<file path="src/rtl/l1d_downstream_req_arb.sv">
// Downstream request arbiter: round-robin selection over MSHR requests with
// optional evict-first priority and starvation guard, credit-gated TXREQ flits.
module l1d_downstream_req_arb #(
  parameter int         ENTRY_NUM  = 16,
  parameter int         ID_W       = $clog2(ENTRY_NUM),
  parameter int         ADDR_W     = 41,
  parameter int         MAX_CRD    = 15,
  parameter int         CRD_W      = $clog2(MAX_CRD + 1),
  parameter bit         EVICT_PRIO = 1'b1,
  parameter int         STARVE_MAX = 4,
  parameter logic [5:0] RD_OPCODE  = 6'h04,
  parameter logic [5:0] WR_OPCODE  = 6'h1d
) (
  input  logic                        clk,
  input  logic                        rst_n,
  input  logic [ENTRY_NUM-1:0]        in_vld,
  output logic [ENTRY_NUM-1:0]        in_rdy,
  input  logic [ENTRY_NUM-1:0]        in_evict,
  input  logic [ENTRY_NUM*ADDR_W-1:0] in_addr,
  output logic                        out_flitpend,
  output logic                        out_flitv,
  output logic [ID_W-1:0]             out_txnid,
  output logic [5:0]                  out_opcode,
  output logic [2:0]                  out_size,
  output logic [ADDR_W-1:0]           out_addr,
  output logic [1:0]                  out_order,
  input  logic                        out_lcrdv,
  output logic [CRD_W-1:0]            crd_cnt,
  output logic                        crd_ovf
);

  localparam int ST_W = $clog2(STARVE_MAX + 1);

  // Handshake: an entry holds in_vld/in_evict/in_addr stable until in_rdy is
  // high in a cycle; that cycle is the launch, the flit appears registered
  // on the following cycle, and the entry drops in_vld afterwards.

  logic [ID_W-1:0]      ptr_q, ptr_d;
  logic [ST_W-1:0]      starve_q, starve_d;
  logic [CRD_W-1:0]     crd_q, crd_d;
  logic                 ovf_q, ovf_d;

  logic [ENTRY_NUM-1:0] ev, rd, cand;
  logic                 rd_any, ev_any, starved, send, found;
  logic [ID_W-1:0]      win, idx;
  logic                 win_evict;
  logic [ADDR_W-1:0]    win_addr;

  always_comb begin
    ev      = in_vld & in_evict;
    rd      = in_vld & ~in_evict;
    rd_any  = |rd;
    ev_any  = |ev;
    starved = EVICT_PRIO && (starve_q == ST_W'(STARVE_MAX)) && rd_any;
    if (!EVICT_PRIO) begin
      cand = in_vld;
    end else if (starved) begin
      cand = rd;
    end else if (ev_any) begin
      cand = ev;
    end else begin
      cand = rd;
    end
    send = (|in_vld) && (crd_q != '0);
  end

  // First candidate at or above the pointer, wrapping through index 0.
  always_comb begin
    win   = '0;
    idx   = '0;
    found = 1'b0;
    for (int i = 0; i < ENTRY_NUM; i++) begin
      idx = ptr_q + ID_W'(i);
      if (!found && cand[idx]) begin
        win   = idx;
        found = 1'b1;
      end
    end
  end

  always_comb begin
    win_evict = 1'b0;
    win_addr  = '0;
    for (int i = 0; i < ENTRY_NUM; i++) begin
      if (ID_W'(i) == win) begin
        win_evict = in_evict[i];
        win_addr  = in_addr[i*ADDR_W +: ADDR_W];
      end
    end
  end

  always_comb begin
    in_rdy = '0;
    if (send) begin
      in_rdy[win] = 1'b1;
    end
  end

  assign out_flitpend = send;

  always_comb begin
    ptr_d    = send ? (win + ID_W'(1)) : ptr_q;
    starve_d = starve_q;
    if (!EVICT_PRIO) begin
      starve_d = '0;
    end else if (send) begin
      if (!rd_any || !win_evict) begin
        starve_d = '0;
      end else if (starve_q != ST_W'(STARVE_MAX)) begin
        starve_d = starve_q + ST_W'(1);
      end
    end
  end

  // A returned credit with no launch at a full counter is dropped and flagged.
  always_comb begin
    crd_d = crd_q;
    ovf_d = ovf_q;
    if (out_lcrdv && !send) begin
      if (crd_q == CRD_W'(MAX_CRD)) begin
        ovf_d = 1'b1;
      end else begin
        crd_d = crd_q + CRD_W'(1);
      end
    end else if (!out_lcrdv && send) begin
      crd_d = crd_q - CRD_W'(1);
    end
  end

  always_ff @(posedge clk or negedge rst_n) begin
    if (!rst_n) begin
      ptr_q    <= '0;
      starve_q <= '0;
      crd_q    <= '0;
      ovf_q    <= 1'b0;
    end else begin
      ptr_q    <= ptr_d;
      starve_q <= starve_d;
      crd_q    <= crd_d;
      ovf_q    <= ovf_d;
    end
  end

  always_ff @(posedge clk or negedge rst_n) begin
    if (!rst_n) begin
      out_flitv  <= 1'b0;
      out_txnid  <= '0;
      out_opcode <= '0;
      out_size   <= '0;
      out_addr   <= '0;
    end else if (send) begin
      out_flitv  <= 1'b1;
      out_txnid  <= win;
      out_opcode <= win_evict ? WR_OPCODE : RD_OPCODE;
      out_size   <= 3'b101;
      out_addr   <= win_addr;
    end else begin
      out_flitv  <= 1'b0;
      out_txnid  <= '0;
      out_opcode <= '0;
      out_size   <= '0;
      out_addr   <= '0;
    end
  end

  assign out_order = 2'b00;
  assign crd_cnt   = crd_q;
  assign crd_ovf   = ovf_q;

endmodule
</file>
<file path="config.mk">
export PLATFORM = sky130hd
export DESIGN_NAME = l1d_downstream_req_arb
export DESIGN_NICKNAME = d
export VERILOG_FILES = /design/src/rtl/l1d_downstream_req_arb.sv
export SDC_FILE = /design/constraint.sdc
export NUM_CORES = 1
export LEC_CHECK = 0
export CORE_AREA = 2 2 297 299
export DETAILED_ROUTE_END_ITERATION = 8
export DIE_AREA = 0 0 299 301
export GPL_ROUTABILITY_DRIVEN = 0
export PLACE_DENSITY = 0.39
export SLEW_MARGIN = 20
export SYNTH_ARGS = -nofsm -noshare
export SYNTH_HDL_FRONTEND = slang
export SYNTH_SLANG_ARGS = --single-unit
</file>
<file path="constraint.sdc">
create_clock -name clk -period 9.8 [get_ports clk]
set_input_delay 1.47 -clock clk [delete_from_list [all_inputs] [get_ports clk]]
set_output_delay 1.47 -clock clk [all_outputs]
set_load 0.02 [all_outputs]
</file>
-- Word-level counts from Yosys, hierarchy flattened
Cells that the tools add are included.
- output and inout bits: 79
- register bits: 67
- input port bits: 691
- reductions and logical operators: 50
- add/subtract/negate cells: 19
- muxes and demuxes: 111
- $lt $le $gt $ge: 18
- bitwise gates (word level): 3
- eq/ne operators: 19
- operator list (cell ; number):
    41-bit 2-to-1 mux ; 17
    4-bit by 5-bit less-than comparator with 1-bit output, second input constant ; 17
    4-bit 2-to-1 mux ; 20
    1-bit binary-select mux with 4-bit select ; 16
    1-bit 2-to-1 mux ; 49
    16-bit 2-to-1 mux ; 3
    16-bit OR reduction ; 3
    4-bit adder, second input constant ; 8
    16-bit bitwise AND ; 2
    4-bit equality test, first input constant ; 8
    1-bit logical AND ; 20
    1-bit zero test ; 19
    4-bit by 3-bit adder with 4-bit output, second input constant ; 4
    3-bit by 4-bit equality test with 1-bit output, first input constant ; 4
    16-bit inverter ; 1
    4-bit by 1-bit adder with 4-bit output, second input constant ; 3
    5-bit 2-to-1 mux ; 2
    3-bit 2-to-1 mux ; 3
    4-bit by 2-bit adder with 4-bit output, second input constant ; 2
    2-bit by 4-bit equality test with 1-bit output, first input constant ; 2
    2-bit AND reduction ; 3
    1-bit demux with 4-bit select ; 1
    1-bit by 4-bit equality test with 1-bit output, first input constant ; 1
    4-bit equality test, second input constant ; 1
    10 further kinds ; 11

-- Logic depth before layout (Yosys ltp)
- depth in word-level cells: 74
- gate-level depth with buffers: 29

-- Least setup slack after synthesis
No wires, ideal clock.
- path kind: input -> output
- from: in in_vld[2]
- to: out in_rdy[2]
- required time: 8.330 ns
- stages on the path: 23
- data arrival time: 6.596 ns
- path slack: 1.734 ns
- cell sequence: nor2b_1 > nor4_1 > nand4_2 > a31oi_4 > buf_6 > xor2_1 > o32a_1 > mux4_2 > mux2_2 > o2111a_1 > nand4_1 > nor3_1 > a211oi_1 > nand3_1 > a2bb2oi_1 > inv_1 > ha_1 > inv_1 > clkbuf_1 > clkbuf_1 > clkbuf_1 > clkbuf_1 > nor4_1
- longest elaborated chain between the ends: 57
- elaborated cells between the ends (all ways): 108
- those cells by class: order compare: 2; mux: 68; bitwise: 2; reduce/logical: 36
- ends and longest elaborated chain (item ; RTL line ; text):
    start, declared ; 16 ; input logic [ENTRY_NUM-1:0] in_vld,
    16-bit bitwise AND, on equally long branches ; 50, 51 ;
    16-bit OR reduction, on equally long branches ; 53, 52 ;
    16-bit 2-to-1 mux / 1-bit logical AND (equally long branches) ; 59, 54 ;
    16-bit 2-to-1 mux ; 57 ; end else if (starved) begin
    1-bit binary-select mux with 4-bit select ; 74 ; if (!found && cand[idx]) begin
    1-bit 2-to-1 mux (implied by the code) ; 74 ;
    1-bit 2-to-1 mux ; 74 ;
    1-bit zero test ; 74 ;
    [... 41 more ...] ; -- ;
    1-bit zero test ; 74 ;
    1-bit logical AND ; 74 ;
    4-bit 2-to-1 mux ; 74 ;
    4-bit by 5-bit less-than comparator with 1-bit output (implied by the code) / 4-bit by 1-bit greater-or-equal comparator with 1-bit output (equally long branches) ; 95 ; in_rdy[win] = 1'b1;
    1-bit logical AND (implied by the code) ; 95 ;
    1-bit 2-to-1 mux (implied by the code) ; 95 ;
    1-bit demux with 4-bit select ; 95 ;
    16-bit 2-to-1 mux (*) ; 94 ; if (send) begin
    end, declared ; 17 ; output logic [ENTRY_NUM-1:0] in_rdy,
Mark *: on every way between the ends. The rest lies on a longest branch, timed or not. The select of a mux whose other input is x is not followed.

-- Final worst setup path
- from: in in_evict[5]
- to: out in_rdy[9]
- longest elaborated chain between the ends: 58
- elaborated cells between the ends (all ways): 107
- those cells by class: order compare: 2; mux: 68; bitwise: 3; reduce/logical: 34
- ends and longest elaborated chain (item ; RTL line ; text):
    start, declared ; 18 ; input logic [ENTRY_NUM-1:0] in_evict,
    16-bit inverter ; 51 ; rd = in_vld & ~in_evict;
    16-bit bitwise AND ; 51 ;
    16-bit OR reduction ; 52 ; rd_any = |rd;
    1-bit logical AND ; 54 ; starved = EVICT_PRIO && (starve_q == ST_W'(STARVE_MAX)) && rd_any;
    16-bit 2-to-1 mux (*) ; 57 ;
    1-bit binary-select mux with 4-bit select ; 74 ;
    1-bit 2-to-1 mux (implied by the code) ; 74 ;
    1-bit 2-to-1 mux ; 74 ;
    [... 42 more ...] ; -- ;
    1-bit zero test ; 74 ;
    1-bit logical AND ; 74 ;
    4-bit 2-to-1 mux (*) ; 74 ;
    4-bit by 5-bit less-than comparator with 1-bit output (implied by the code) / 4-bit by 1-bit greater-or-equal comparator with 1-bit output (equally long branches) ; 95 ;
    1-bit logical AND (implied by the code) ; 95 ;
    1-bit 2-to-1 mux (implied by the code) ; 95 ;
    1-bit demux with 4-bit select (*) ; 95 ;
    16-bit 2-to-1 mux (*) ; 94 ;
Marked as above.

==> out/metrics.csv <==
metric;value;unit
multi_input_area;8770;sq um
hold_end;crd_ovf;
syn_area;11000;sq um
rsz0062_at_grt;false;
hold_path_depth;1;
grt-ovfl-total;0;
final_common_cell;clkdlybuf4s50_1;
finalNetCount;2949;
setup_violations;0;
critical_path.max_fanout;25;
num_rows;108;
cts.clk_slew.worst_paths;50;ps
clock_latency;370;ps
core_area;86500;sq um
cts-root-buf;clkbuf_16;
end_kind;primary output;
drc;0;
cts_tree;yes;
ys_warn_count;0;
reg2reg_from;ptr_q[0];
wl_per_cell;29.2;um
fmax;107;MHz
hold_viol_final;0;
crit_arrival;7860;ps
synthXorXnorAreaFrac;0.0262;
r2r-end;out_addr[9];
post_cts_resized;0;
grt_pass1_vias;16700;
rr_worst_depth;22;
area_growth_syn_to_layout;84.7;%
synth_seq_cells;59;
avgSynthCellArea;7.07;sq um
ctsHoldBuffers;0;
dieArea;90000;sq um
cp.required;8330;ps
ys_types;92;
start_util;0.128;
period_share;0.952;
grt_pass1_wl;134000;um
async_flop_share;1.00;
hold_class;reg2reg;
synth_top_family_by_area;compound AO/OA/AOI/OAI gates;
mostFrequentLayoutCells;clkdlybuf4s50_1, a21oi_1, nand2_1;
register_area;1480;sq um
htreeDepth;3;
yosysSeqAreaShare;0.134;
vias_per_cell;4.87;
drive_above_1_share;0.0725;
synthAdderAreaFrac;0.0188;
fin_crit;9330;ps
reg2reg_setup_slack;1710;ps
synth-simple-area-share;0.207;
timing.setup.tns;0;ps
antenna_found_initial;18;
detail_route.iter0.violations;1673;
cts-buffers-inserted;9;
synth-compound-area-share;0.450;
clock_path_buffers;2;
place_hpwl;82100;um
grt_max_degree;111;
dieWidth;299;um
worstHoldStart;crd_ovf;
final_cell_area;20400;sq um
port_buffers;764;
finalMaxSlewViolations;0;
drtAntennaViolNets;0;
synth_edf_count;0;
wl;99500;um
vias;16600;
ys_dominant_reg_cell;dfrtp_1;
placed_cell_area;20100;sq um
netlist_instances;1561;
dieHeight;301;um
cts_setup_buffers;0;
cts.sinks;59;
synth_mux_area_frac;0.0810;
cap_violations;0;
crit_type;in2out;
status;finished clean;
first_pass_iters;6;
slew-limit-headroom;0.325;
tightest_slew;1010;ps
fin_skew;12.0;ps
ioPinCount;770;
start_kind;input pin;
grt_usage;0.209;
fillCellCount;9609;
worst max path at each step:
| stage | from | endpoint | depth (start not counted) |
|---|---|---|---|
| 2_1_floorplan | in_vld[2] | in_rdy[2] | 23 |
| 4_1_cts | in_evict[5] | in_rdy[9] | 22 |
| 5_1_grt | in_evict[5] | in_rdy[9] | 22 |
| 3_5_place_dp | in_evict[5] | out_addr[6] | 26 |
| 3_3_place_gp | in_evict[5] | out_addr[26] | 27 |
| 6_report | in_evict[5] | in_rdy[9] | 22 |
worst max-delay path, stage by stage:
cell             delay [ps]
clkdlybuf4s50_1         560
nor2b_1                 110
nor4_1                  400
nand4_2                 240
a31oi_4                 390
buf_12                  250
xor2_1                  110
o32a_1                  400
mux4_2                  540
mux2_2                  370
nand2b_1                160
a211oi_1                 70
o21ai_0                 150
o21ai_0                 140
or2_2                   310
a211o_1                 400
inv_1                   210
ha_4                    210
clkinv_1                220
buf_4                   230
nor3_1                  240
clkdlybuf4s50_1         680
per-stage QoR:
step	util	worst slack, ps	hold WS, ps	cells
2_1_floorplan	-	1730	491	1565
3_3_place_gp	0.232	464	471	3386
3_5_place_dp	0.232	451	468	3386
4_1_cts	0.235	535	485	3402
5_1_grt	0.235	184	501	3408
6_report	0.236	469	484	3414
flip-flops by register name (all words and copies together), names as in the netlist:
| register | count |
|---|---|
| crd_cnt | 4 |
| ptr_q | 4 |
| starve_q | 3 |
| out_addr | 41 |
| crd_ovf | 1 |
| out_opcode | 2 |
| out_txnid | 4 |
per-layer routing:
metal | GRT usage | routed length [um] | vias up
li1 | - | - | 7525
met1 | 0.252 | 39900 | 8065
met2 | 0.372 | 50200 | 923
met3 | 0.0486 | 7370 | 106
met4 | 0.0502 | 1960 | 16
met5 | 0 | 102 | -
cell type report:
cell class                      count  area share
Inverter                           36     0.00676
Clock inverter                      4     0.00123
Clock buffer                       12      0.0126
Sequential cell                    59      0.0725
Timing Repair Buffer              836       0.404
Tap cell                         1155      0.0709
Multi-Input combinational cell   1300       0.430
Antenna cell                       12     0.00147
cell families after synthesis:
group,after synthesis
other,1
xor gates and xnor gates,33
and+or+nand+nor,476
AOI/OAI and AO/OA,699
adders and majority gates,16
buffers and inverters,206
muxes,71
DFF,59
synth_stat cells, types with 15 or more instances:
| master | instances | area share |
|---|---|---|
| nand4_1 | 17 | 0.0096 |
| o22ai_1 | 46 | 0.026 |
| nand3_1 | 42 | 0.019 |
| dfrtp_1 | 59 | 0.13 |
| o21ai_0 | 119 | 0.054 |
| inv_1 | 31 | 0.011 |
| buf_1 | 16 | 0.0054 |
| a21oi_1 | 137 | 0.062 |
| xor2_1 | 21 | 0.017 |
| a221o_1 | 61 | 0.055 |
| buf_2 | 20 | 0.0091 |
| nand2_1 | 136 | 0.046 |
| o221ai_1 | 32 | 0.025 |
| buf_4 | 16 | 0.011 |
| a31oi_1 | 53 | 0.030 |
| a22oi_1 | 32 | 0.022 |
| o32ai_1 | 20 | 0.016 |
| a221oi_1 | 33 | 0.026 |
| nor3_1 | 64 | 0.029 |
| clkbuf_1 | 111 | 0.038 |
| a22o_1 | 45 | 0.036 |
| nor2_1 | 121 | 0.041 |
| nor4_1 | 26 | 0.015 |
| mux2i_1 | 44 | 0.040 |
| ha_1 | 15 | 0.017 |
| nor2b_1 | 16 | 0.0091 |
Power is not shown: default switching activity piles up to over one toggle a cycle in this logic, so the estimate is an artifact.
